$ cat src/rtl/pulse_frame_decoder.sv
// Pulse-width-coded frame decoder: sync preamble, DATA_W metadata bits sliced by
// high/low phase length, then a scan phase that flips coil current polarity per edge.
module pulse_frame_decoder #(
  parameter int SYNC_EDGES = 3,
  parameter int DATA_W     = 4,
  parameter int CNT_W      = 10,
  parameter int TIMEOUT    = 1000,
  parameter int SCAN_LEN   = 0
) (
  input  logic              CLK_IN,
  input  logic              rst,
  input  logic              DATA_IN,
  output logic [DATA_W-1:0] amplitude,
  output logic              pos_current,
  output logic              frame_valid,
  output logic              err,
  output logic              done,
  output logic [3:0]        state
);

  typedef enum logic [3:0] {
    IDLE      = 4'd0,
    SYNC      = 4'd1,
    ARM       = 4'd2,
    HIGH_PH   = 4'd3,
    LOW_PH    = 4'd4,
    BIT_GAP   = 4'd5,
    SCAN_WAIT = 4'd6,
    SCAN_POS  = 4'd7,
    SCAN_NEG  = 4'd8
  } state_t;

  localparam int EW = (SYNC_EDGES > 2) ? $clog2(SYNC_EDGES) : 1;
  localparam int IW = (DATA_W > 1) ? $clog2(DATA_W) : 1;
  localparam int HW = (SCAN_LEN > 1) ? $clog2(SCAN_LEN) : 1;
  localparam logic signed [CNT_W:0] ACC_MAX = {1'b0, {CNT_W{1'b1}}};
  localparam logic signed [CNT_W:0] ACC_ONE = 1;

  // One-step saturating move of the phase accumulator; never wraps.
  function automatic logic signed [CNT_W:0] sat_step(input logic signed [CNT_W:0] a,
                                                    input logic up);
    if (up) return (a == ACC_MAX) ? a : a + ACC_ONE;
    else    return (a == -ACC_MAX) ? a : a - ACC_ONE;
  endfunction

  state_t                  state_q, state_d;
  logic                    sync_p0, sync_p1, hist_p2;
  logic                    edge_det;
  logic [EW-1:0]           edge_cnt;
  logic [IW-1:0]           bit_idx;
  logic [HW-1:0]           half_cnt;
  logic [CNT_W-1:0]        tmo_cnt;
  logic signed [CNT_W:0]   acc;
  logic signed [CNT_W:0]   acc_dec;
  logic [DATA_W-1:0]       shreg;
  logic                    tmo_hit;
  logic                    scan_last;
  logic                    in_scan;

  // Stage p0/p1: metastability synchroniser; p2: history for edge detection.
  always_ff @(posedge CLK_IN or posedge rst) begin
    if (rst) begin
      sync_p0 <= 1'b0;
      sync_p1 <= 1'b0;
      hist_p2 <= 1'b0;
    end else begin
      sync_p0 <= DATA_IN;
      sync_p1 <= sync_p0;
      hist_p2 <= sync_p1;
    end
  end

  assign edge_det  = sync_p1 ^ hist_p2;
  assign tmo_hit   = (state_q != IDLE) && (tmo_cnt == CNT_W'(TIMEOUT));
  assign in_scan   = (state_q == SCAN_POS) || (state_q == SCAN_NEG);
  assign scan_last = (SCAN_LEN != 0) && (half_cnt == HW'(SCAN_LEN - 1));
  assign acc_dec   = sat_step(acc, 1'b0);

  always_ff @(posedge CLK_IN or posedge rst) begin
    if (rst) state_q <= IDLE;
    else     state_q <= state_d;
  end

  always_comb begin
    state_d = state_q;
    case (state_q)
      IDLE:      if (edge_det) state_d = SYNC;
      SYNC:      if (edge_det && edge_cnt == EW'(SYNC_EDGES - 1)) state_d = ARM;
      ARM:       if (edge_det) state_d = HIGH_PH;
      HIGH_PH:   if (edge_det) state_d = LOW_PH;
      LOW_PH:    if (edge_det) state_d = (bit_idx == '0) ? SCAN_WAIT : BIT_GAP;
      BIT_GAP:   if (edge_det) state_d = HIGH_PH;
      SCAN_WAIT: if (edge_det) state_d = SCAN_POS;
      SCAN_POS:  if (edge_det) state_d = scan_last ? IDLE : SCAN_NEG;
      SCAN_NEG:  if (edge_det) state_d = scan_last ? IDLE : SCAN_POS;
      default:   state_d = IDLE;
    endcase
    if (tmo_hit) state_d = IDLE;
  end

  always_comb begin
    state       = state_q;
    frame_valid = in_scan;
    pos_current = (state_q != SCAN_NEG);
  end

  always_ff @(posedge CLK_IN or posedge rst) begin
    if (rst) begin
      amplitude <= '0;
      shreg     <= '0;
      acc       <= '0;
      edge_cnt  <= '0;
      bit_idx   <= '0;
      half_cnt  <= '0;
      tmo_cnt   <= '0;
      err       <= 1'b0;
      done      <= 1'b0;
    end else begin
      err  <= tmo_hit;
      done <= !tmo_hit && edge_det && scan_last && in_scan;
      if (state_q == IDLE || edge_det || tmo_hit) tmo_cnt <= '0;
      else if (tmo_cnt != CNT_W'(TIMEOUT))        tmo_cnt <= tmo_cnt + 1'b1;

      // Timeout takes priority over any edge seen in the same cycle.
      if (tmo_hit) begin
        amplitude <= '0;
        shreg     <= '0;
        acc       <= '0;
        edge_cnt  <= '0;
        half_cnt  <= '0;
      end else begin
        case (state_q)
          IDLE: begin
            half_cnt <= '0;
            if (edge_det) edge_cnt <= EW'(1);
          end
          SYNC:    if (edge_det) edge_cnt <= edge_cnt + 1'b1;
          ARM: if (edge_det) begin
            acc     <= '0;
            bit_idx <= IW'(DATA_W - 1);
          end
          HIGH_PH: acc <= sat_step(acc, 1'b1);
          LOW_PH: begin
            acc <= acc_dec;
            if (edge_det) shreg[bit_idx] <= !acc_dec[CNT_W] && (acc_dec != '0);
          end
          BIT_GAP: if (edge_det) begin
            acc     <= '0;
            bit_idx <= bit_idx - 1'b1;
          end
          SCAN_WAIT: if (edge_det) begin
            amplitude <= shreg;
            half_cnt  <= '0;
          end
          SCAN_POS, SCAN_NEG: if (edge_det && SCAN_LEN != 0) begin
            if (scan_last) begin
              half_cnt  <= '0;
              amplitude <= '0;
            end else begin
              half_cnt <= half_cnt + 1'b1;
            end
          end
          default: ;
        endcase
      end
    end
  end

endmodule

$ cat config.mk
export PLATFORM = sky130hd
export DESIGN_NAME = pulse_frame_decoder
export DESIGN_NICKNAME = d
export VERILOG_FILES = /design/src/rtl/pulse_frame_decoder.sv
export SDC_FILE = /design/constraint.sdc
export NUM_CORES = 1
export LEC_CHECK = 0
export ABC_AREA = 1
export BUFFER_PORTS_ARGS = -buffer_cell sky130_fd_sc_hd__buf_2
export CORE_ASPECT_RATIO = 0.6
export CORE_MARGIN = 4
export CORE_UTILIZATION = 60
export CTS_CLUSTER_SIZE = 24
export DETAILED_ROUTE_END_ITERATION = 6
export HOLD_SLACK_MARGIN = 0.1
export PLACE_DENSITY = 0.86
export SLEW_MARGIN = 40
export SYNTH_ARGS = -nofsm -noshare
export SYNTH_HDL_FRONTEND = slang
export SYNTH_SLANG_ARGS = --single-unit
$ cat constraint.sdc
create_clock -name CLK_IN -period 2.05 [get_ports CLK_IN]
set_input_delay 0.205 -clock CLK_IN [delete_from_list [all_inputs] [get_ports CLK_IN]]
set_output_delay 0.205 -clock CLK_IN [all_outputs]
set_load 0.005 [all_outputs]
-- After elaboration in Yosys (flattened, before gate mapping)
Cells that the tools add are included.
- output and inout port bits: 12
- bits in registers: 41
- order comparisons: 2
- bitwise operators: 2
- equal/unequal tests: 25
- reductions and logical operators: 27
- multiplexer cells: 33
- $add $sub $neg: 5
- operator list (operator ; count):
    $mux W4 ; 14
    $mux W11 ; 4
    $pmux W11 S3 ; 1
    $pmux W4 S7 ; 1
    $eq A11 B11 Y1 const B ; 2
    $ne A3 B3 Y1 const B ; 7
    $mux W10 ; 2
    $eq A4 B3 Y1 const B ; 4
    $mux W2 ; 6
    $add A11 B2 Y11 const B ; 1
    $reduce_bool A11 Y1 ; 1
    $sub A11 B2 Y11 const B ; 1
    $add A10 B1 Y10 const B ; 1
    $eq A10 B10 Y1 const B ; 1
    $ne A10 B10 Y1 const B ; 1
    $reduce_bool A2 Y1 ; 5
    $eq A4 B2 Y1 const B ; 2
    $pmux W2 S2 ; 2
    $reduce_bool A4 Y1 ; 2
    $reduce_and A7 Y1 ; 1
    $ne A3 B1 Y1 const B ; 2
    $reduce_and A3 Y1 ; 2
    $bwmux W4 ; 1
    $eq A4 B1 Y1 const B ; 1
    21 further kinds ; 29

-- Logic depth before layout (Yosys ltp)
- word-level depth: 8
- depth in mapped cells: 12
- depth with buffers taken out: 12

-- Least setup slack after synthesis
OpenSTA, ideal clock, no wires.
- path kind: reg-to-reg
- start: reg acc[0]
- end: reg acc[1]
- buffers on the path: 1
- arrival time: 1628 ps
- library setup time: 119 ps
- clock period less this slack: 1747 ps
- slack: 303 ps
- stages on the path, launching flop included: 12
- path through: dfrtp_1 > ha_1 > nand2_1 > nor2_1 > nand3_1 > nor2_2 > nand4_1 > nand2_4 > nor2_8 > buf_12 > nand2_1 > o21ai_2
- longest elaborated chain between the ends: 4
- elaborated cells between the ends (all ways): 10
- those cells by class: 2 x add/sub; 3 x eq/ne; 4 x mux; 1 x reduce/logical
- ends and longest elaborated chain (element ; line ; source):
    from (decl) ; 53 ; logic signed [CNT_W:0] acc;
    from (signal assigned) ; 142 ; HIGH_PH: acc <= sat_step(acc, 1'b1);
    $sub A11 B2 Y11 (tied with other cells) ; -- ;
    $mux W11 (on tied branches) ; 43, 42 ;
    $pmux W11 S3 ; 132 ; case (state_q)
    $mux W11 ; 125 ; if (tmo_hit) begin
Several ways; a longest one is shown, not always the timed one. The select of a mux whose other input is x is not followed.
A chain may end at the register's enable or synchronous reset.

-- Worst setup path after layout
- start: reg acc[1]
- end: reg acc[10]
Same word-level chain as after synthesis.

==> impl_metrics.json <==
{
  "synth_nets": 386,
  "clk_pin_slew_ns": 0.09,
  "synthCells": 373,
  "core_area_sq_mm": 0.00428,
  "crit_fanout": 4,
  "syn_avg_cell_area_sq_um": 7.40,
  "die_area_sq_mm": 0.00578,
  "power.density_mw_per_mm2": 1500,
  "netlist_top_cells_area": "dfrtp_1 37%, nand2_1 10%, inv_1 6.9%, nand3_1 6.2%, o21ai_0 5.8%",
  "dpl_worst_slack_ns": 0.0554,
  "ys_ff_latch": 41,
  "hold_viol_final": 0,
  "grt_pass1_wl_um": 12000,
  "start_kind": "flop",
  "max-vdd-ir-drop_v": 0.000895,
  "diodes": 0,
  "cts_buffer_depth": 2,
  "drt-initial-drc-count": 412,
  "fin_crit_ns": 2.00,
  "synth_edf_count": 0,
  "rr_worst_depth": 12,
  "end_kind": "flop",
  "yosysTopAreaCellShare": 0.372,
  "die_height_um": 60.5,
  "tns_ns": 0,
  "yosysSeqAreaShare": 0.372,
  "hold_path_class": "flop to flop",
  "area_delta_synth_final_pct": 17.3,
  "hpwl_um": 5010,
  "ys_async_sr_fraction": 1.00,
  "synthesis.area_sq_mm": 0.00276,
  "fin_crit_sh": 0.975,
  "crit_arrival_ns": 2.19,
  "drv_slew": 0,
  "drcViolationCount": 0,
  "fin_ws_ns": 0.0507,
  "yosysTopAreaCell": "dfrtp_1",
  "final_nets": 431,
  "num_rows": 18,
  "crit_slowest_cell": "dfrtp_1",
  "worstPathCellList": "buf_4 > ha_1 > nand2_2 > nor2_2 > nand3_2 > nor2_4 > buf_4 > nand2_1 > o21ai_0 > nand3_1 > nand4_2 > nand2_1",
  "finalClockSkew_ns": 0.00718,
  "final_layout_size_suffix_gt1_frac": 0.232,
  "power.leakage_nw": 1.67,
  "die_x_um": 95.6,
  "worstPathRequired_ns": 2.24,
  "port_buffers": 13,
  "ys_types": 38,
  "final_area_sq_mm": 0.00324,
  "cap_viol_max_count": 0,
  "start_util": 0.645,
  "whs_path_depth": 0,
  "numCtsBuffers": 5,
  "insertion_delay_ns": 0.30,
  "cts-htree-levels": 2,
  "place.gp.congestion": 0.934,
  "final_common_cell": "nand2_1",
  "via_per_inst": 5.84,
  "routed-via-count": 2797,
  "grt_overflow_total": 0,
  "antenna_left": 0,
  "dr.pass1.iters": 5,
  "clkSinkCount": 41,
  "yosysWarnings": 0,
  "status": "finished, final reports clean",
  "crit_type": "flop to flop",
  "placed_area_sq_mm": 0.00300,
  "io_pins": 15,
  "relSlewSlack": 0.653,
  "grt_pass1_vias": 2528,
  "cts_root_buffer": "clkbuf_8",
  "fmax_mhz": 500,
  "wirelength_um": 7540,
  "routedWlPerCell_um": 15.7,
  "antenna_found_initial": 0,
  "setup-violations-final": 0,
  "mostFrequentLayoutCells": "75 x nand2_1, 50 x inv_1, 40 x dfrtp_1",
  "synth_flop_cell": "dfrtp_1",
  "grt_max_degree": 42,
  "slowest_delay_ns": 0.35,
  "track_usage": 0.273,
  "tightest_slew_ns": 0.520,
  "cts_tree": "done"
}
-- stage by stage --
stage | hold slack (ns) | instances | util | power, mW
floorplan | 0.236 | 373 | - | 3.21
CTS | 0.366 | 469 | 0.726 | 4.51
global placement | 0.315 | 459 | 0.700 | 3.78
finish | 0.363 | 479 | 0.757 | 4.87
detailed placement | 0.318 | 459 | 0.700 | 3.89
global route | 0.375 | 479 | 0.757 | 5.24
-- flip-flops by register name, summed over array words and instances (netlist names), 2 cells and up --
register   cells
acc           11
tmo_cnt       10
amplitude      4
shreg          4
state          4
bit_idx        2
edge_cnt       2
-- synthesized netlist by cell type (2+ instances only) --
library cell and number:
inv_1 51, o211ai_1 2, nand4_1 5, dfrtp_1 41
nor3b_1 2, nand2_2 4, o21ai_2 8, nor2_4 2
mux2_2 4, nand2_1 77, inv_2 4, nor2_1 38
nand3_1 34, o21ai_1 2, nand2_4 3, buf_2 3
o21ai_0 32, ha_1 10, nor2_2 7, nor3_1 9
a21oi_1 15, xor2_1 4
-- layer usage --
layer  track usage  vias up  part of all wire
li1              -     1299                 -
met1         0.401     1272              0.43
met2         0.399      199              0.43
met3        0.0644       27              0.13
met4        0.0891        0             0.020
met5             0        -                 0
-- power breakdown --
group	switching (mW)	internal, mW
clock network	0.320	0.242
registers	0.249	1.05
logic	1.89	1.11
total	2.46	2.41
-- path summary, 6_finish.rpt --
kind                               from       end  slack (ns)
worst max-delay path             acc[1]   acc[10]        0.05
min in group asynchronous           rst   sync_p1        0.56
max in group asynchronous           rst  state[0]        1.10
worst min register to register  sync_p0   sync_p1        0.36
worst max register to register   acc[1]   acc[10]        0.05
worst min-delay path            sync_p0   sync_p1        0.36
-- cell families (layout without fill, tap and decap cells) --
kind of cell	Yosys count	after routing	synth area share
and+or+nand+nor	189	189	0.330
DFF	41	41	0.372
AOI/OAI and AO/OA	62	62	0.127
other	1	1	0.00136
buffers and inverters	61	107	0.0916
xor gates and xnor gates	5	5	0.0159
muxes	4	4	0.0163
adders and majority gates	10	10	0.0453
-- layout make-up --
type                    instances  area [sq um]
clock buffers                   5          68.8
clock inverters                 3          21.3
fillers                       301          1040
inverters                      55           210
multi-input cells             271          1520
flip-flops and latches         41          1030
well taps                      60          75.1
repair buffers                 44           319
-- timing repair --
| action | in CTS | in global routing |
|---|---|---|
| endpoints found under the hold margin | 42 | 0 |
| buffers inserted | 0 | 10 |
| setup endpoints to repair | 0 | 21 |
| gates resized for setup | 0 | 12 |
| hold buffers | 2 | 0 |
-- worst max-delay path: cells and delay by family, from the launching register on --
family	cells	cell delay (ns)
AO/OA/AOI/OAI	1	0.19
adder cells (fa/ha/maj)	1	0.20
buffers and inverters	2	0.27
flip-flops	1	0.35
AND/OR/NAND/NOR	8	0.89
Note: power is estimated with default switching activity, not from simulation.
